--- config.mk ---
export PLATFORM = sky130hd
export DESIGN_NAME = div_ctrl_flat
export DESIGN_NICKNAME = d
export VERILOG_FILES = /design/src/rtl/div_ctrl_if.sv /design/src/rtl/div_ctrl.sv /design/src/flat_wrapper.sv
export SDC_FILE = /design/constraint.sdc
export NUM_CORES = 1
export LEC_CHECK = 0
export CORE_MARGIN = 1.5
export CORE_UTILIZATION = 40
export CTS_CLUSTER_DIAMETER = 60
export CTS_CLUSTER_SIZE = 28
export DETAILED_ROUTE_END_ITERATION = 6
export PLACE_DENSITY_LB_ADDON = 0.2
export SLEW_MARGIN = 20
export SYNTH_ARGS = -nofsm -noshare
export SYNTH_HDL_FRONTEND = slang
export SYNTH_SLANG_ARGS = --single-unit
--- constraint.sdc ---
create_clock -name clk -period 2.32 [get_ports clk]
set_clock_uncertainty 0.2 [all_clocks]
set_input_delay 0.232 -clock clk [delete_from_list [all_inputs] [get_ports clk]]
set_output_delay 0.232 -clock clk [all_outputs]
set_load 0.01 [all_outputs]
--- src/rtl/div_ctrl_if.sv ---
// Handshake and datapath-strobe bundle between the divider controller, its requester and the datapath.
interface div_ctrl_if;
    logic start;
    logic abort;
    logic co;
    logic ready;
    logic busy;
    logic done;
    logic err;
    logic init_dend;
    logic init_q;
    logic ld_disor;
    logic ld_cnt;
    logic sh_dend;
    logic sh_q;
    logic sIn_q;
    logic ld_dend;
    logic ld_q;
    logic cnt_en;
    logic clr_dend;
    logic clr_q;
    logic clr_disor;

    modport slave (
        input  start, abort, co,
        output ready, busy, done, err,
        output init_dend, init_q, ld_disor, ld_cnt,
        output sh_dend, sh_q, sIn_q,
        output ld_dend, ld_q, cnt_en,
        output clr_dend, clr_q, clr_disor
    );

    modport master (
        output start, abort, co,
        input  ready, busy, done, err,
        input  init_dend, init_q, ld_disor, ld_cnt,
        input  sh_dend, sh_q, sIn_q,
        input  ld_dend, ld_q, cnt_en,
        input  clr_dend, clr_q, clr_disor
    );
endinterface

--- src/rtl/div_ctrl.sv ---
// Moore controller for the 13-by-6 restoring divider: load, six shift/restore rounds, done.
// Outputs are registered from the next-state decode, so they always equal the decode of the state register.
module div_ctrl #(
    parameter int unsigned MAX_ITER = 8,
    parameter int unsigned WD_W     = 4
) (
    input  logic      clk,
    input  logic      rst,
    div_ctrl_if.slave bus
);
    typedef enum logic [2:0] {
        IDLE  = 3'd0,
        INIT  = 3'd1,
        SHIFT = 3'd2,
        LOAD  = 3'd3,
        DONE  = 3'd4,
        CLEAR = 3'd5
    } state_t;

    typedef struct packed {
        logic ready;
        logic busy;
        logic done;
        logic err;
        logic init_dend;
        logic init_q;
        logic ld_disor;
        logic ld_cnt;
        logic sh_dend;
        logic sh_q;
        logic ld_dend;
        logic ld_q;
        logic cnt_en;
        logic clr_dend;
        logic clr_q;
        logic clr_disor;
    } ctrl_t;

    state_t          state, state_nxt;
    logic [WD_W-1:0] wd, wd_nxt, wd_inc;
    logic            wd_trip;
    ctrl_t           ctrl, ctrl_nxt;

    assign wd_inc = wd + WD_W'(1);

    // Next-state and output decode of the next state
    always_comb begin
        state_nxt = IDLE;
        wd_nxt    = wd;
        wd_trip   = 1'b0;
        ctrl_nxt  = '0;

        case (state)
            IDLE:  state_nxt = bus.start ? INIT : IDLE;
            INIT: begin
                state_nxt = SHIFT;
                wd_nxt    = '0;
            end
            SHIFT: state_nxt = bus.abort ? CLEAR : LOAD;
            LOAD: begin
                wd_nxt = wd_inc;
                // abort beats co; the watchdog only fires when neither is present
                if (bus.abort) begin
                    state_nxt = CLEAR;
                end else if (bus.co) begin
                    state_nxt = DONE;
                end else if (wd_inc == WD_W'(MAX_ITER)) begin
                    state_nxt = CLEAR;
                    wd_trip   = 1'b1;
                end else begin
                    state_nxt = SHIFT;
                end
            end
            DONE:    state_nxt = IDLE;
            CLEAR:   state_nxt = IDLE;
            default: state_nxt = IDLE;
        endcase

        case (state_nxt)
            IDLE: ctrl_nxt.ready = 1'b1;
            INIT: begin
                ctrl_nxt.busy      = 1'b1;
                ctrl_nxt.init_dend = 1'b1;
                ctrl_nxt.init_q    = 1'b1;
                ctrl_nxt.ld_disor  = 1'b1;
                ctrl_nxt.ld_cnt    = 1'b1;
            end
            SHIFT: begin
                ctrl_nxt.busy    = 1'b1;
                ctrl_nxt.sh_dend = 1'b1;
                ctrl_nxt.sh_q    = 1'b1;
            end
            LOAD: begin
                ctrl_nxt.busy    = 1'b1;
                ctrl_nxt.ld_dend = 1'b1;
                ctrl_nxt.ld_q    = 1'b1;
                ctrl_nxt.cnt_en  = 1'b1;
            end
            DONE: ctrl_nxt.done = 1'b1;
            CLEAR: begin
                ctrl_nxt.clr_dend  = 1'b1;
                ctrl_nxt.clr_q     = 1'b1;
                ctrl_nxt.clr_disor = 1'b1;
                ctrl_nxt.err       = wd_trip;
            end
            default: ctrl_nxt = '0;
        endcase
    end

    always_ff @(posedge clk or posedge rst) begin
        if (rst) begin
            state <= IDLE;
            wd    <= '0;
            ctrl  <= '0;
            ctrl.ready <= 1'b1;
        end else begin
            state <= state_nxt;
            wd    <= wd_nxt;
            ctrl  <= ctrl_nxt;
        end
    end

    assign bus.ready     = ctrl.ready;
    assign bus.busy      = ctrl.busy;
    assign bus.done      = ctrl.done;
    assign bus.err       = ctrl.err;
    assign bus.init_dend = ctrl.init_dend;
    assign bus.init_q    = ctrl.init_q;
    assign bus.ld_disor  = ctrl.ld_disor;
    assign bus.ld_cnt    = ctrl.ld_cnt;
    assign bus.sh_dend   = ctrl.sh_dend;
    assign bus.sh_q      = ctrl.sh_q;
    assign bus.sIn_q     = 1'b0;
    assign bus.ld_dend   = ctrl.ld_dend;
    assign bus.ld_q      = ctrl.ld_q;
    assign bus.cnt_en    = ctrl.cnt_en;
    assign bus.clr_dend  = ctrl.clr_dend;
    assign bus.clr_q     = ctrl.clr_q;
    assign bus.clr_disor = ctrl.clr_disor;
endmodule

--- src/flat_wrapper.sv ---
// flat-port wrapper written by rule: the top's interface ports become plain ports
module div_ctrl_flat 
#(
    parameter int unsigned MAX_ITER = 8,
    parameter int unsigned WD_W     = 4
)
  (clk, rst, bus_start, bus_abort, bus_co, bus_ready, bus_busy, bus_done, bus_err, bus_init_dend, bus_init_q, bus_ld_disor, bus_ld_cnt, bus_sh_dend, bus_sh_q, bus_sIn_q, bus_ld_dend, bus_ld_q, bus_cnt_en, bus_clr_dend, bus_clr_q, bus_clr_disor);
  div_ctrl_if bus_i ();
  input  logic clk;
  input  logic rst;
  input wire logic [$bits(bus_i.start)-1:0] bus_start;
  input wire logic [$bits(bus_i.abort)-1:0] bus_abort;
  input wire logic [$bits(bus_i.co)-1:0] bus_co;
  output wire logic [$bits(bus_i.ready)-1:0] bus_ready;
  output wire logic [$bits(bus_i.busy)-1:0] bus_busy;
  output wire logic [$bits(bus_i.done)-1:0] bus_done;
  output wire logic [$bits(bus_i.err)-1:0] bus_err;
  output wire logic [$bits(bus_i.init_dend)-1:0] bus_init_dend;
  output wire logic [$bits(bus_i.init_q)-1:0] bus_init_q;
  output wire logic [$bits(bus_i.ld_disor)-1:0] bus_ld_disor;
  output wire logic [$bits(bus_i.ld_cnt)-1:0] bus_ld_cnt;
  output wire logic [$bits(bus_i.sh_dend)-1:0] bus_sh_dend;
  output wire logic [$bits(bus_i.sh_q)-1:0] bus_sh_q;
  output wire logic [$bits(bus_i.sIn_q)-1:0] bus_sIn_q;
  output wire logic [$bits(bus_i.ld_dend)-1:0] bus_ld_dend;
  output wire logic [$bits(bus_i.ld_q)-1:0] bus_ld_q;
  output wire logic [$bits(bus_i.cnt_en)-1:0] bus_cnt_en;
  output wire logic [$bits(bus_i.clr_dend)-1:0] bus_clr_dend;
  output wire logic [$bits(bus_i.clr_q)-1:0] bus_clr_q;
  output wire logic [$bits(bus_i.clr_disor)-1:0] bus_clr_disor;
  assign bus_i.start = bus_start;
  assign bus_i.abort = bus_abort;
  assign bus_i.co = bus_co;
  assign bus_ready = bus_i.ready;
  assign bus_busy = bus_i.busy;
  assign bus_done = bus_i.done;
  assign bus_err = bus_i.err;
  assign bus_init_dend = bus_i.init_dend;
  assign bus_init_q = bus_i.init_q;
  assign bus_ld_disor = bus_i.ld_disor;
  assign bus_ld_cnt = bus_i.ld_cnt;
  assign bus_sh_dend = bus_i.sh_dend;
  assign bus_sh_q = bus_i.sh_q;
  assign bus_sIn_q = bus_i.sIn_q;
  assign bus_ld_dend = bus_i.ld_dend;
  assign bus_ld_q = bus_i.ld_q;
  assign bus_cnt_en = bus_i.cnt_en;
  assign bus_clr_dend = bus_i.clr_dend;
  assign bus_clr_q = bus_i.clr_q;
  assign bus_clr_disor = bus_i.clr_disor;
  div_ctrl #(.MAX_ITER(MAX_ITER), .WD_W(WD_W)) u_core (.clk(clk), .rst(rst), .bus(bus_i));
endmodule
Word-level counts from Yosys, hierarchy flattened

Index checks and enable logic that the tools add are counted.

Bits in registers: 23
Output and inout bits: 17
Logic and storage cells: 51

Add/sub/neg operators: 1
Equal/unequal tests: 9
Mux-type cells: 19
Reductions and logical operators: 4

Operators with widths:

| operator                                                         | count |
|---|---|
| 3-bit 2-to-1 mux                                                 | 6 |
| 3-bit by 2-bit == test with 1-bit output (second input constant) | 4 |
| 3-bit case mux with 4 select lines                               | 1 |
| 1-bit 2-to-1 mux                                                 | 9 |
| 4-bit case mux with 2 select lines                               | 1 |
| 3-bit by 1-bit == test with 1-bit output (second input constant) | 2 |
| 3-bit == test (second input constant)                            | 2 |
| 3-bit zero test                                                  | 2 |
| 4-bit by 1-bit adder with 4-bit output (second input constant)   | 1 |
| 4-bit == test (second input constant)                            | 1 |
| 4-bit 2-to-1 mux                                                 | 1 |
| 3-bit OR reduction                                               | 1 |
| 2-bit 2-to-1 mux                                                 | 1 |
| 2-bit nonzero test                                               | 1 |

Depth between registers and ports, before layout

Gate-level depths: netlist (run 1).

Depth after elaboration: 9
Gate-level depth with buffers: 5

Worst setup path before layout (run 1)

Ideal clock, no wire load.

Kind: register to register
Start: register u_core.wd[0]
End: register u_core.ctrl, in the netlist u_core.bus.clr_dend
Library setup time: 78 ps
Arrival: 1442 ps
Slack: 601 ps
Stages on the path, launching flop included: 6
Buffers on the path: 0
Clock period less this slack: 1719 ps
Path through: dfrtp_1 ha_1 nand2_1 a211o_1 a211oi_4 a21boi_1

Word-level cells in the longest chain between the ends: 8

Ends and longest elaborated chain:

| what                                   | line            | text |
|---|---|---|
| start, declared                        | div_ctrl.sv:40  | `logic [WD_W-1:0] wd, wd_nxt, wd_inc;` |
| start signal, assigned                 | div_ctrl.sv:118 | `wd <= wd_nxt;` |
| 4-bit by 1-bit adder with 4-bit output | div_ctrl.sv:44  | `assign wd_inc = wd + WD_W'(1);` |
| 4-bit == test                          | div_ctrl.sv:67  | `end else if (wd_inc == WD_W'(MAX_ITER)) begin` |
| 3-bit 2-to-1 mux                       | div_ctrl.sv:67  |  |
| 3-bit 2-to-1 mux                       | div_ctrl.sv:65  | `end else if (bus.co) begin` |
| 3-bit 2-to-1 mux                       | div_ctrl.sv:63  | `if (bus.abort) begin` |
| 3-bit case mux with 4 select lines     | div_ctrl.sv:53  | `case (state)` |
| net u_core.state_nxt[0]                | div_ctrl.sv:39  | `state_t state, state_nxt;` |
| 3-bit == test                          | div_ctrl.sv:79  | `case (state_nxt)` |
| 3-bit 2-to-1 mux                       | div_ctrl.sv:79  |  |
| end signal, assigned                   | div_ctrl.sv:119 | `ctrl <= ctrl_nxt;` |
| end, declared                          | div_ctrl.sv:42  | `ctrl_t ctrl, ctrl_nxt;` |

The timed path passes the listed nets, and every way through them passes these cells.
A chain may end at the register's enable or synchronous reset.

Worst setup path after layout (run 1)

Ends and elaborated chain as after synthesis.

==> impl_metrics.json, run 1 <==
{
  "status": "finished, final reports clean",
  "muxShareOfSynthArea_pct": 0,
  "n_antenna_cell": 0,
  "r2r-end": "u_core.bus.clr_dend$_DFF_PP0_",
  "critPathLaunchType": "register",
  "setup_tns_ns": 0,
  "worstMarginPinSlew_ns": 0.537,
  "setup_viol_count_final": 0,
  "wl_met2_um": 701,
  "wl_met3_um": 119,
  "crit_type": "register to register",
  "die_w_um": 47.1,
  "leakagePower_nw": 0.392,
  "grt_util_all_layers_pct": 16.5,
  "p_per_area_nw_per_um2": 1180,
  "clock_latency_ns": 0.28,
  "worst_hold_slack_ns": 0.0815,
  "hold_viol": 0,
  "worstHoldPathType": "primary input to asynchronous set/reset pin",
  "fin_crit_ns": 1.97,
  "dieArea_um2": 2220,
  "rsz0062_at_grt": "no",
  "io_pins": 22,
  "postCtsSetupBuffers": 0,
  "nNetsFinal": 98,
  "drt_wl_total_um": 1510,
  "end_kind": "register",
  "switchingPower_mw": 0.429,
  "max_slew_margin_pct": 64.2,
  "start_util_pct": 43.6,
  "clock_sinks": 15,
  "crit_arrival_ns": 1.98,
  "power.internal_mw": 0.694,
  "yosys_warnings": 0,
  "fin_crit_sh_pct": 84.9,
  "synth_cell_types": 31,
  "r2r_start": "u_core.wd[0]$_DFFE_PP0P_",
  "wl_per_cell_um": 13.0,
  "synth-seq-cells": 15,
  "cts-root-buf": "clkbuf_4",
  "grt_pass1_wl_um": 2420,
  "first_global_vias": 546,
  "cts_tree": "yes",
  "synth_common_cells": "dfrtp_1 (14), buf_4 (9), nand2_1 (7), nor2_1 (5)",
  "ir_drop_mv": 0.697,
  "cp.required_ns": 2.33,
  "drt-initial-drc-count": 15,
  "placementRows": 15,
  "drc": 0,
  "viasPerCell": 5.24,
  "clk_pin_slew_ns": 0.09,
  "p_comb_share_pct": 45.1,
  "grt_max_degree": 16,
  "synth-compound-area-share_pct": 20.4,
  "layout_setup_ws_ns": 0.350,
  "synthXorXnorAreaFrac_pct": 0,
  "synth.top_cells.by_area": "dfrtp_1 (45%), buf_4 (8.7%), dfstp_2 (3.4%), nand2_1 (3.4%), a211oi_4 (2.6%)",
  "port_buffers": 20,
  "netlist_area_um2": 778,
  "numCtsBuffers": 3,
  "h-tree-depth": 1,
  "final_antenna_net_count": 0,
  "yosysMostFrequentCell": "dfrtp_1",
  "yosysSeqAreaShare_pct": 48.4,
  "placed_cell_area_um2": 926,
  "coreArea_um2": 1780,
  "antenna_found_initial": 0,
  "reg_top3": "u_core.wd: 4 flops, u_core.state: 3 flops",
  "post_cts_resized": 0,
  "die_h_um": 47.1,
  "cap_violations": 0,
  "synth_area_per_cell_um2": 9.98,
  "synth_fa_ha_area_share_pct": 1.61,
  "path_max_fanout": 6,
  "clkPwrFrac_pct": 13.2,
  "highest_layer": "met4",
  "ff2ff_path_depth": 5,
  "seq_power_share_pct": 41.7,
  "largest_register_ff_count": 4,
  "synth_area_leader_cell": "dfrtp_1",
  "dp_hpwl_um": 1080,
  "r2r_slack_ns": 0.35,
  "timing.fmax_mhz": 508,
  "synth_ff_type": "dfrtp_1",
  "vias": 608,
  "synth_edf_count": 0,
  "gp_congestion": 0.747,
  "ctsLongestPathBuffers": 2,
  "hold_buffers": 0,
  "synthCells": 78,
  "synth_top_cell_area_share_pct": 45.0,
  "top_register": "u_core.wd",
  "async_flop_share_pct": 100,
  "wl_met1_um": 652,
  "first_pass_iters": 4,
  "pre_cts_slack_ns": 0.434,
  "overflow": 0,
  "syn-num-nets": 84,
  "yosys.area_share.simple_pct": 17.4,
  "switching_share_pct": 38.2,
  "drive_gt1_share_pct": 11.0,
  "syn_to_final_growth_pct": 22.5,
  "synth_top_family_by_area": "compound AO/OA/AOI/OAI gates",
  "final_area_um2": 953,
  "drv_slew": 0
}
## power groups by stage
stage / clock, mW / sequential, mW / combinational [mW]
global placement: 0 / 0.467 / 0.502
global route: 0.164 / 0.483 / 0.556
finish: 0.148 / 0.468 / 0.507
floorplan: 0 / 0.440 / 0.373
CTS: 0.154 / 0.466 / 0.509
detailed placement: 0 / 0.469 / 0.503
## cells in the final DEF, fill, tap and decap left out, drive strengths merged, types with 2 or more instances in the layout
master	Yosys	final
clkdlybuf4s50	0	20
a21o	2	2
nand3b	2	2
nor3	4	4
nand2b	2	2
a21oi	4	4
nand2	7	7
dfrtp	14	14
inv	2	2
nand3	3	3
a21boi	2	2
clkbuf	0	3
o21ba	2	2
o21ai	5	5
nor2	5	5
## kinds of logic after synthesis
logic type                 count (synthesis)
buffers and inverters                     13
AOI/OAI and AO/OA                         21
other                                      1
DFF                                       15
adders and majority gates                  1
and+or+nand+nor                           27
## worst max path at each step
| stage | depth (start not counted) | end | start |
|---|---|---|---|
| global route | 5 | u_core.bus.clr_dend$_DFF_PP0_ | u_core.wd[0]$_DFFE_PP0P_ |
| detailed placement | 5 | u_core.bus.clr_dend$_DFF_PP0_ | u_core.wd[0]$_DFFE_PP0P_ |
| floorplan | 5 | u_core.bus.clr_dend$_DFF_PP0_ | u_core.wd[0]$_DFFE_PP0P_ |
| finish | 5 | u_core.bus.clr_dend$_DFF_PP0_ | u_core.wd[0]$_DFFE_PP0P_ |
| CTS | 5 | u_core.bus.clr_dend$_DFF_PP0_ | u_core.wd[0]$_DFFE_PP0P_ |
| global placement | 5 | u_core.bus.clr_dend$_DFF_PP0_ | u_core.wd[0]$_DFFE_PP0P_ |
## layer usage
metal / vias up / GRT usage [%]
li1: 287 / -
met1: 275 / 21.5
met2: 40 / 24.1
met3: 6 / 5.00
met4: 0 / 10.0
met5: - / 0
## area by class of cell
class	count	area [um2]
Clock buffer	3	22.5
Clock inverter	1	5.00
Fill cell	162	830
Inverter	2	7.51
Multi-Input combinational cell	50	310
Sequential cell	15	377
Tap cell	25	31.3
Timing Repair Buffer	20	200
## worst max-delay path, stage by stage (launching register included)
cell,delay [ns]
dfrtp_1,0.46
ha_1,0.27
nand2_1,0.09
a211o_1,0.34
a211oi_4,0.31
a21boi_1,0.23
## per-stage QoR
| step | total power, mW | cells | util (%) |
|---|---|---|---|
| 3_5_place_dp | 0.972 | 112 | 51.9 |
| 2_1_floorplan | 0.812 | 78 | - |
| 3_3_place_gp | 0.969 | 112 | 51.9 |
| 5_1_grt | 1.20 | 116 | 53.5 |
| 6_report | 1.12 | 116 | 53.5 |
| 4_1_cts | 1.13 | 116 | 53.5 |
Power figures use the tool's default switching activity.
==> run 2: changes to the inputs <==
==> constraint.sdc (replaced) <==
create_clock -name clk -period 1.9 [get_ports clk]
set_clock_uncertainty 0.2 [all_clocks]
set_input_delay 0.19 -clock clk [delete_from_list [all_inputs] [get_ports clk]]
set_output_delay 0.19 -clock clk [all_outputs]
set_load 0.01 [all_outputs]
==> impl_metrics.json, run 2 (synthesized netlist as in run 1, its figures left out) <==
{
  "clock_latency_ns": 0.28,
  "drc": 0,
  "n_antenna_cell": 0,
  "die_h_um": 47.1,
  "ir_drop_mv": 0.850,
  "wl_met3_um": 99,
  "die_w_um": 47.1,
  "crit_type": "register to register",
  "nNetsFinal": 100,
  "first_global_vias": 529,
  "layout_common_cells": "clkdlybuf4s50_1 (20), dfrtp_1 (12), nand2_1 (7)",
  "viasPerCell": 5.05,
  "clock_sinks": 15,
  "cap_violations": 0,
  "drive_gt1_share_pct": 15.1,
  "ctsLongestPathBuffers": 2,
  "timing.fmax_mhz": 540,
  "vias": 596,
  "placementRows": 15,
  "overflow": 0,
  "highest_layer": "met4",
  "layout_commonest_cell": "clkdlybuf4s50_1",
  "clk_pin_slew_ns": 0.08,
  "wl_met1_um": 661,
  "setup_viol_count_final": 0,
  "critPathLaunchType": "register",
  "coreArea_um2": 1780,
  "port_buffers": 20,
  "first_pass_iters": 4,
  "h-tree-depth": 1,
  "drv_slew": 0,
  "final_cell_count_no_fill": 118,
  "wl_met2_um": 607,
  "gp_congestion": 0.778,
  "worstHoldPathType": "primary input to asynchronous set/reset pin",
  "p_per_area_nw_per_um2": 1420,
  "antenna_found_initial": 0,
  "grt_util_all_layers_pct": 14.9,
  "io_pins": 22,
  "reg_top3": "u_core.wd: 4 flops, u_core.state: 3 flops",
  "end_kind": "register",
  "numCtsBuffers": 3,
  "path_max_fanout": 5,
  "worstMarginPinSlew_ns": 0.549,
  "drt_wl_total_um": 1420,
  "dp_hpwl_um": 1020,
  "max_slew_margin_pct": 63.3,
  "largest_register_ff_count": 4,
  "drt-initial-drc-count": 10,
  "cts_tree": "yes",
  "final_antenna_net_count": 0,
  "top_register": "u_core.wd",
  "grt_max_degree": 16,
  "leakagePower_nw": 0.394,
  "dpl.cell_count": 113,
  "dieArea_um2": 2220,
  "cp.required_ns": 1.91,
  "placed_cell_area_um2": 933,
  "start_util_pct": 43.6,
  "hold_viol": 0,
  "status": "finished, final reports clean",
  "grt_pass1_wl_um": 2190,
  "final_area_um2": 982,
  "fin_crit_ns": 1.85,
  "syn_to_final_growth_pct": 26.2,
  "total_power_mw": 1.40,
  "cts-root-buf": "clkbuf_4",
  "wl_per_cell_um": 12.1,
  "crit_arrival_ns": 1.86,
  "fin_crit_sh_pct": 97.4
}
run 2: cell types whose count changed in the layout (fill, tap and decap cells not counted), sizes merged:
cell,before,now
clkbuf,3,4
buf,0,2
clkinv,1,0
run 2: per-stage QoR:
step	utilization [%]	setup TNS (ns)	setup slack, ns	hold WS, ns
after global placement	52.4	0	0.104	0.291
after global routing	55.1	-0.00197	-0.00197	0.103
final	55.1	0	0.0496	0.0517
after floorplan	-	0	0.181	-0.109
after CTS	53.8	0	0.0297	0.0709
after detailed placement	52.4	0	0.0520	0.315
run 2: routing by layer:
layer  vias to the layer above  track usage [%]
met5                         -                0
met1                       268             18.9
met4                         0             13.3
met3                         6             2.69
li1                        291                -
met2                        31             21.6
run 2: final timing paths:
kind / start / end / slack [ns] / cells past startpoint
max reg2reg: u_core.wd[1]$_DFFE_PP0P_ / u_core.bus.clr_dend$_DFF_PP0_ / 0.05 / 4
max: u_core.wd[1]$_DFFE_PP0P_ / u_core.bus.clr_dend$_DFF_PP0_ / 0.05 / 4
min reg2reg: u_core.wd[3]$_DFFE_PP0P_ / u_core.wd[3]$_DFFE_PP0P_ / 0.32 / 1
max in group asynchronous: rst / u_core.wd[0]$_DFFE_PP0P_ / 1.06 / 2
min: rst / u_core.wd[2]$_DFFE_PP0P_ / 0.05 / 2
min in group clk: u_core.wd[3]$_DFFE_PP0P_ / u_core.wd[3]$_DFFE_PP0P_ / 0.32 / 1
run 2: layout make-up:
type                       instances  area [um2]
multi-input combinational         50         323
sequential                        15         379
tap                               25        31.3
clock buffer                       4        26.3
timing repair buffer              22         215
fill                             150         801
inverter                           2        7.51
run 2: worst max-delay path: stages (launching register included):
cell,delay [ns]
dfrtp_2,0.45
a21bo_2,0.25
a211o_1,0.36
a211oi_4,0.33
a21boi_1,0.19
run 2: power breakdown:
| part | internal, mW | total [mW] | switching [mW] |
|---|---|---|---|
| registers | 0.436 | 0.576 | 0.140 |
| logic | 0.363 | 0.644 | 0.280 |
| clock network | 0.0815 | 0.177 | 0.0960 |
run 2: what timing repair did:
action,CTS,global route
endpoints found under the setup margin,0,4
hold buffers,0,0
gates resized for setup,0,4
buffers inserted,0,1
